==> src/rtl/spi_receiver.sv <==
`default_nettype none
// +----------------------------------------------------------------------------+
// | spi_receiver : mode-0 SPI target, 8-bit MSB-first frames into a FWFT FIFO   |
// | Revision 1.0                                                               |
// +----------------------------------------------------------------------------+
module spi_receiver #(
  parameter int CLK_FREQ   = 100000000,
  parameter int SPI_FREQ   = 5000000,
  parameter int FIFO_DEPTH = 4
) (
  input  logic                         CLK_100MHz,
  input  logic                         RST_N,
  input  logic                         SCK,
  input  logic                         SDI,
  input  logic                         CSX,
  output logic [7:0]                   OUT,
  output logic                         OUT_VALID,
  input  logic                         OUT_READY,
  output logic                         ACTIVE,
  output logic [$clog2(FIFO_DEPTH):0]  COUNT,
  output logic                         FRAME_ERR,
  output logic                         OVERRUN
);

  localparam int                    c_addr_w = $clog2(FIFO_DEPTH);
  localparam logic [c_addr_w:0]     c_depth  = FIFO_DEPTH[c_addr_w:0];

  generate
    if ((CLK_FREQ / SPI_FREQ) < 8 || FIFO_DEPTH < 2 ||
        (FIFO_DEPTH & (FIFO_DEPTH - 1)) != 0) begin : g_param_check
      $error("spi_receiver: unsupported parameter combination");
    end
  endgenerate

  typedef enum logic [1:0] {
    ST_WAIT_IDLE = 2'd0,
    ST_IDLE      = 2'd1,
    ST_RECEIVE   = 2'd2
  } state_t;

  state_t r_state, w_state_n;

  logic [2:0] r_sck_sync;
  logic [2:0] r_csx_sync;
  logic [1:0] r_sdi_sync;
  logic [1:0] r_settle;
  logic [6:0] r_shift;
  logic [2:0] r_bit_cnt;

  logic w_sck_rise, w_csx_fall, w_csx_rise, w_csx_s, w_sdi_s;
  logic w_push, w_start, w_shift_en, w_frame_err;
  logic [7:0] w_byte;

  logic [7:0]          r_mem [FIFO_DEPTH];
  logic [c_addr_w-1:0] r_wr_ptr, r_rd_ptr;
  logic [c_addr_w:0]   r_count;
  logic                w_pop, w_full, w_wr;

  assign w_sck_rise = r_sck_sync[1] & ~r_sck_sync[2];
  assign w_csx_fall = ~r_csx_sync[1] & r_csx_sync[2];
  assign w_csx_rise = r_csx_sync[1] & ~r_csx_sync[2];
  assign w_csx_s    = r_csx_sync[1];
  assign w_sdi_s    = r_sdi_sync[1];
  assign w_byte     = {r_shift, w_sdi_s};

  // The synchroniser reset values are placeholders, so WAIT_IDLE only trusts
  // CSX once real pin samples have flushed the whole chain.
  always_ff @(posedge CLK_100MHz or negedge RST_N) begin
    if (!RST_N) begin
      r_sck_sync <= 3'b000;
      r_csx_sync <= 3'b111;
      r_sdi_sync <= 2'b00;
      r_settle   <= 2'd0;
      r_state    <= ST_WAIT_IDLE;
    end else begin
      r_sck_sync <= {r_sck_sync[1:0], SCK};
      r_csx_sync <= {r_csx_sync[1:0], CSX};
      r_sdi_sync <= {r_sdi_sync[0], SDI};
      if (r_settle != 2'd3) r_settle <= r_settle + 2'd1;
      r_state    <= w_state_n;
    end
  end

  always_comb begin
    w_state_n   = r_state;
    w_push      = 1'b0;
    w_start     = 1'b0;
    w_shift_en  = 1'b0;
    w_frame_err = 1'b0;
    case (r_state)
      ST_WAIT_IDLE: begin
        if (r_settle == 2'd3 && w_csx_s) w_state_n = ST_IDLE;
      end
      ST_IDLE: begin
        if (w_csx_fall) begin
          w_state_n = ST_RECEIVE;
          w_start   = 1'b1;
        end
      end
      ST_RECEIVE: begin
        if (w_sck_rise) begin
          w_shift_en = 1'b1;
          if (r_bit_cnt == 3'd7) w_push = 1'b1;
        end
        // A byte completing on the same cycle CSX rises still counts as clean.
        if (w_csx_rise) begin
          w_state_n = ST_IDLE;
          if (r_bit_cnt != 3'd0 && !w_push) w_frame_err = 1'b1;
        end
      end
      default: w_state_n = ST_WAIT_IDLE;
    endcase
  end

  always_ff @(posedge CLK_100MHz or negedge RST_N) begin
    if (!RST_N) begin
      r_shift   <= 7'd0;
      r_bit_cnt <= 3'd0;
      FRAME_ERR <= 1'b0;
    end else begin
      FRAME_ERR <= w_frame_err;
      if (w_start) begin
        r_shift   <= 7'd0;
        r_bit_cnt <= 3'd0;
      end else if (w_shift_en) begin
        r_shift   <= w_byte[6:0];
        r_bit_cnt <= r_bit_cnt + 3'd1;
      end
    end
  end

  assign w_pop  = OUT_READY & (r_count != '0);
  assign w_full = (r_count == c_depth);
  assign w_wr   = w_push & (~w_full | w_pop);

  always_ff @(posedge CLK_100MHz) begin
    if (w_wr) r_mem[r_wr_ptr] <= w_byte;
  end

  always_ff @(posedge CLK_100MHz or negedge RST_N) begin
    if (!RST_N) begin
      r_wr_ptr <= '0;
      r_rd_ptr <= '0;
      r_count  <= '0;
      OVERRUN  <= 1'b0;
    end else begin
      OVERRUN <= w_push & w_full & ~w_pop;
      if (w_wr)  r_wr_ptr <= r_wr_ptr + 1'b1;
      if (w_pop) r_rd_ptr <= r_rd_ptr + 1'b1;
      case ({w_wr, w_pop})
        2'b10:   r_count <= r_count + 1'b1;
        2'b01:   r_count <= r_count - 1'b1;
        default: r_count <= r_count;
      endcase
    end
  end

  assign OUT_VALID = (r_count != '0);
  assign OUT       = OUT_VALID ? r_mem[r_rd_ptr] : 8'h00;
  assign COUNT     = r_count;
  assign ACTIVE    = (r_state == ST_RECEIVE);

endmodule
`default_nettype wire

==> config.mk <==
export PLATFORM = sky130hd
export DESIGN_NAME = spi_receiver
export DESIGN_NICKNAME = d
export VERILOG_FILES = /design/src/rtl/spi_receiver.sv
export SDC_FILE = /design/constraint.sdc
export NUM_CORES = 1
export LEC_CHECK = 0
export BUFFER_PORTS_ARGS = -buffer_cell sky130_fd_sc_hd__buf_2
export CELL_PAD_IN_SITES_DETAIL_PLACEMENT = 0
export CELL_PAD_IN_SITES_GLOBAL_PLACEMENT = 1
export CORE_MARGIN = 2
export CORE_UTILIZATION = 45
export CTS_CLUSTER_SIZE = 30
export DETAILED_ROUTE_END_ITERATION = 12
export GPL_ROUTABILITY_DRIVEN = 0
export GPL_TIMING_DRIVEN = 0
export PLACE_DENSITY = 0.83
export SLEW_MARGIN = 20
export SYNTH_ARGS = -nofsm -noshare
export SYNTH_HDL_FRONTEND = slang
export SYNTH_SLANG_ARGS = --single-unit
export TNS_END_PERCENT = 20
==> constraint.sdc <==
create_clock -name CLK_100MHz -period 2.1 [get_ports CLK_100MHz]
set_input_delay 0.105 -clock CLK_100MHz [delete_from_list [all_inputs] [get_ports CLK_100MHz]]
set_output_delay 0.105 -clock CLK_100MHz [all_outputs]
set_load 0.005 [all_outputs]
==> flow_results.org <==
** Outcome
- Result of the run :: finished clean

** Synth
- Synthesized instance count :: 171
- Total of warnings raised by yosys :: 0
- Counting flops with a built-in enable in the synthesized netlist gives 32.
- Of all cell types, the one taking the most synthesized area is edfxtp_1.
- In the synthesized netlist the async set-or-reset flop fraction comes to 49.21%.
- Summed over its instances, the top area cell type makes up 36.16% of the synthesized netlist area.
- Counting every net in the synthesized netlist gives 186.
- Biggest area contributors in the synthesized netlist :: edfxtp_1 36%, dfrtp_1 26%, mux4_2 6.8%
- Parity-gate share of the synthesized area counting xor and xnor cells :: 1.648%
- Each instance of the synthesized netlist takes up on average 15.54 um^2.
- After Yosys synthesis, and, or, nand and nor cells account for 10.26% of the synthesized area.
- Fraction of the mapped netlist area in compound gates :: 5.650%
- Multiplexer area fraction after synthesis :: 9.887%
- Among all flip-flop cells after synthesis, the most frequent one is edfxtp_1.
- Of the synthesized area, sequential elements account for 65.49%.
- Flip-flop and latch count after synthesis :: 63
- Combinational family with the most area after synthesis :: simple AND/OR/NAND/NOR gates
- The synthesized netlist contains 42 unique library cells.
- After synthesis the cells add up to 0.002658 mm^2.
- After Yosys synthesis, full adders, half adders and majority gates account for 4.520% of the synthesized area.

** Min path
- The worst hold path begins at OUT_READY.
- The min-delay analysis places its worst path in the category input port to flip-flop.

** Floorplanning
- Placement Rows :: 27
- Die Footprint :: 0.006537 mm^2
- Effective utilization at floorplan :: 47.39%
- From left edge to right edge, the die measures 80.85 um.
- Die Ht :: 80.85 um
- In this run the standard cell core region covers 0.005608 mm^2.
- Number of top-level pins :: 21

** Global routing
- Remaining global-route overflow :: 0
- The via count of the first global-routing pass came to 1533.
- Number of antenna violations at the first check in global routing :: 0
- Maximum number of pins on one net before global-route repair :: 32
- First-pass GRT wire length :: 7.258 mm
- Global routing used 15.37% of the available tracks across all layers.

** STA
- After layout, the worst path uses 96.67% of the clock period.
- Derived from the worst setup path, the maximum achievable clock frequency is 492.6 MHz.
- Worst hold slack across all endpoints :: 0.07896 ns
- For the pin with the worst max-slew slack, the measured transition is 0.6719 ns.
- Final Hold Viols :: 0
- Post-route clock skew :: 0.008077 ns
- The worst pin sits at a relative slew slack of 55.21%.
- The clock period could shrink to 2.030 ns.
- Slew Limit Fails :: 0
- Setup violations remaining at the end of the flow were counted as 0.
- Fin worst setup slack :: 0.07002 ns
- Setup TNS :: 0 ns

** Worst setup path
- Kind of end point of the critical path :: flip-flop
- RR Startpoint :: r_bit_cnt[1]
- Start point of the critical path :: r_bit_cnt[1]
- By startpoint and endpoint, the worst setup path is classified as flip-flop to flip-flop.
- Of all nets on the critical path, the largest fanout is 3.
- Reg-to-reg setup timing slack :: 0.07 ns
- Series of cell instances along the critical path :: ha_2, ha_4, nand3b_1, nor2_2, nor2_2, fa_2, or2_4, o22a_1, o221ai_2
- STA classifies the critical path startpoint as a flip-flop.
- The largest individual stage delay along the critical path comes from the cell dfrtp_1.
- For this run, the slowest stage of the critical path takes 0.37 ns.
- By instance count, the cell type seen most on the critical path is nor2_2.
- Critical path data required time :: 2.35 ns
- At the worst endpoint, the arrival time is 2.28 ns.

** Place
- HPWL after detailed placement :: 2.806 mm
- After detailed placement, the total cell area comes to 0.002850 mm^2.
- Worst-case setup slack after placement :: -0.1997 ns
- Port buffering added 19 buffers.

** Clocking
- Later-pin clock latency in the skew report :: 0.33 ns
- The longest clock path from root to sink contains 2 buffers.
- TritonCTS clock tree :: done
- The H-tree was split into 3 levels.
- Clock-pin slew on the worst setup and hold paths :: 0.07 ns
- CTS root buf :: clkbuf_8
- Total CTS buffers :: 9
- CTS saw 63 sinks.

** Power
- Summed over all cells, the static leakage comes to 1.296 nW.
- Maximum vdd drop :: 538.3 uV
- Power per Cell Area :: 771.8 mW/mm^2

** Final layout
- Area Growth Syn to Fin :: 20.86%
- Fill cell instance count of the final layout :: 444
- The repair_antennas step left the layout with diodes totalling 0.
- Nets :: 230
- Final instance area :: 0.003212 mm^2
- Of the cells placed in the final design, the portion with a size suffix greater than 1 is 40.00%.

** Detailed routing
- The first detailed-routing pass ran for 4 iterations.
- In this run the remaining antenna-violating nets after routing total 0.
- Detailed routing inserted a total of 1523 vias.
- In the final routed layout, each cell accounts on average for 15.58 um.
- Final WL :: 4.549 mm
- In the routed design, unresolved DRC markers number 0.
- In this run, the number of DRC markers left after iteration 0 of detailed routing was 50.
- After detailed routing, the number of vias per cell comes to 5.216.

** Job
- Maxcap violations :: 0
==> synthesized netlist by cell type, drive strengths merged, types with 2 or more instances <==
master,count
o21ai,4
and2,12
mux4,8
nand2b,2
nand2,6
dfrtp,28
edfxtp,32
nor2b,2
nand3,3
dfstp,3
ha,8
a31oi,4
inv,8
nor3b,2
buf,5
nor2,11
a22o,3
o221ai,2
xnor2,5
mux2,2
mux2i,6
==> repair_timing <==
item | CTS | global route
endpoints found under the hold margin | 31 | 0
hold buffers | 4 | 0
setup buffers | 5 | 5
pin swaps | 2 | 6
endpoints found under the setup margin | 34 | 2
resized for setup | 11 | 7
==> state kept, by name, indices dropped and copies added, names as in the netlist, 2 cells and up <==
name,flops
r_shift,7
r_settle,2
COUNT,3
r_rd_ptr,2
r_mem,32
r_sck_sync,3
r_csx_sync,3
r_sdi_sync,2
r_state,2
r_bit_cnt,3
r_wr_ptr,2
==> worst max-delay path, delay by kind of cell, from the launching register on <==
family / cells / cell delay (ns)
adder cells (fa/ha/maj): 3 / 0.71
AO/OA/AOI/OAI: 2 / 0.29
flip-flops: 1 / 0.37
AND/OR/NAND/NOR: 4 / 0.58
==> final timing paths <==
check / to / depth (start not counted)
worst max-delay path: COUNT[2] / 9
worst min-delay path: OVERRUN / 2
worst max register to register: COUNT[2] / 9
worst min register to register: r_sck_sync[1] / 0
max in group asynchronous: COUNT[0] / 2
min in group asynchronous: COUNT[1] / 2
==> routing by layer <==
metal	track usage (%)	share of wire, %
met5	0	0
met4	7.627	2.1
met3	5.111	4.7
met2	24.71	50
met1	18.63	44
==> report_power, final <==
| part | switching, mW | internal [mW] |
|---|---|---|
| logic | 0.0594 | 0.0516 |
| registers | 0.0208 | 1.32 |
| clock network | 0.480 | 0.546 |
==> through the flow <==
step                total power, mW  std cells  utilization (%)
floorplan                     1.425        171                -
global placement              1.460        262            50.83
detailed placement            1.462        262            50.83
CTS                           2.506        287            56.02
global route                  2.578        292            57.27
finish                        2.479        292            57.27
==> layout make-up <==
| cell class | instances | area (um^2) | area share, % |
|---|---|---|---|
| Tap cell | 72 | 90.09 | 2.805 |
| Clock buffer | 9 | 123.9 | 3.857 |
| Sequential cell | 63 | 1744 | 54.30 |
| Clock inverter | 7 | 73.82 | 2.298 |
| Buffer | 6 | 37.54 | 1.169 |
| Inverter | 8 | 30.03 | 0.9349 |
| Multi-Input combinational cell | 94 | 902.1 | 28.09 |
| Timing Repair Buffer | 33 | 210.2 | 6.545 |
==> cells in the final DEF (no fill, tap or decap), types with 2 or more instances in the layout <==
cell type,instances
dfstp_2,3
edfxtp_1,32
dfrtp_1,25
and2_2,4
buf_2,22
buf_4,11
nand3_1,3
nor2_1,8
nor2b_1,2
inv_1,6
dlygate4sd3_1,4
inv_2,2
mux2i_1,6
a31oi_1,3
nor3b_2,2
xnor2_1,5
a22o_1,3
nand2_1,4
clkinvlp_4,4
ha_1,6
dfrtp_2,3
nor2_2,2
mux4_2,8
o21ai_0,4
and2_1,8
nand2b_4,2
clkbuf_8,9
==> logic make-up after synthesis <==
group | Yosys count
simple gates | 45
fa+ha+maj | 9
flops | 63
mux | 16
buf+inv | 14
xor+xnor | 5
compound gates | 19
No activity file was read; power rests on OpenSTA's default activity.
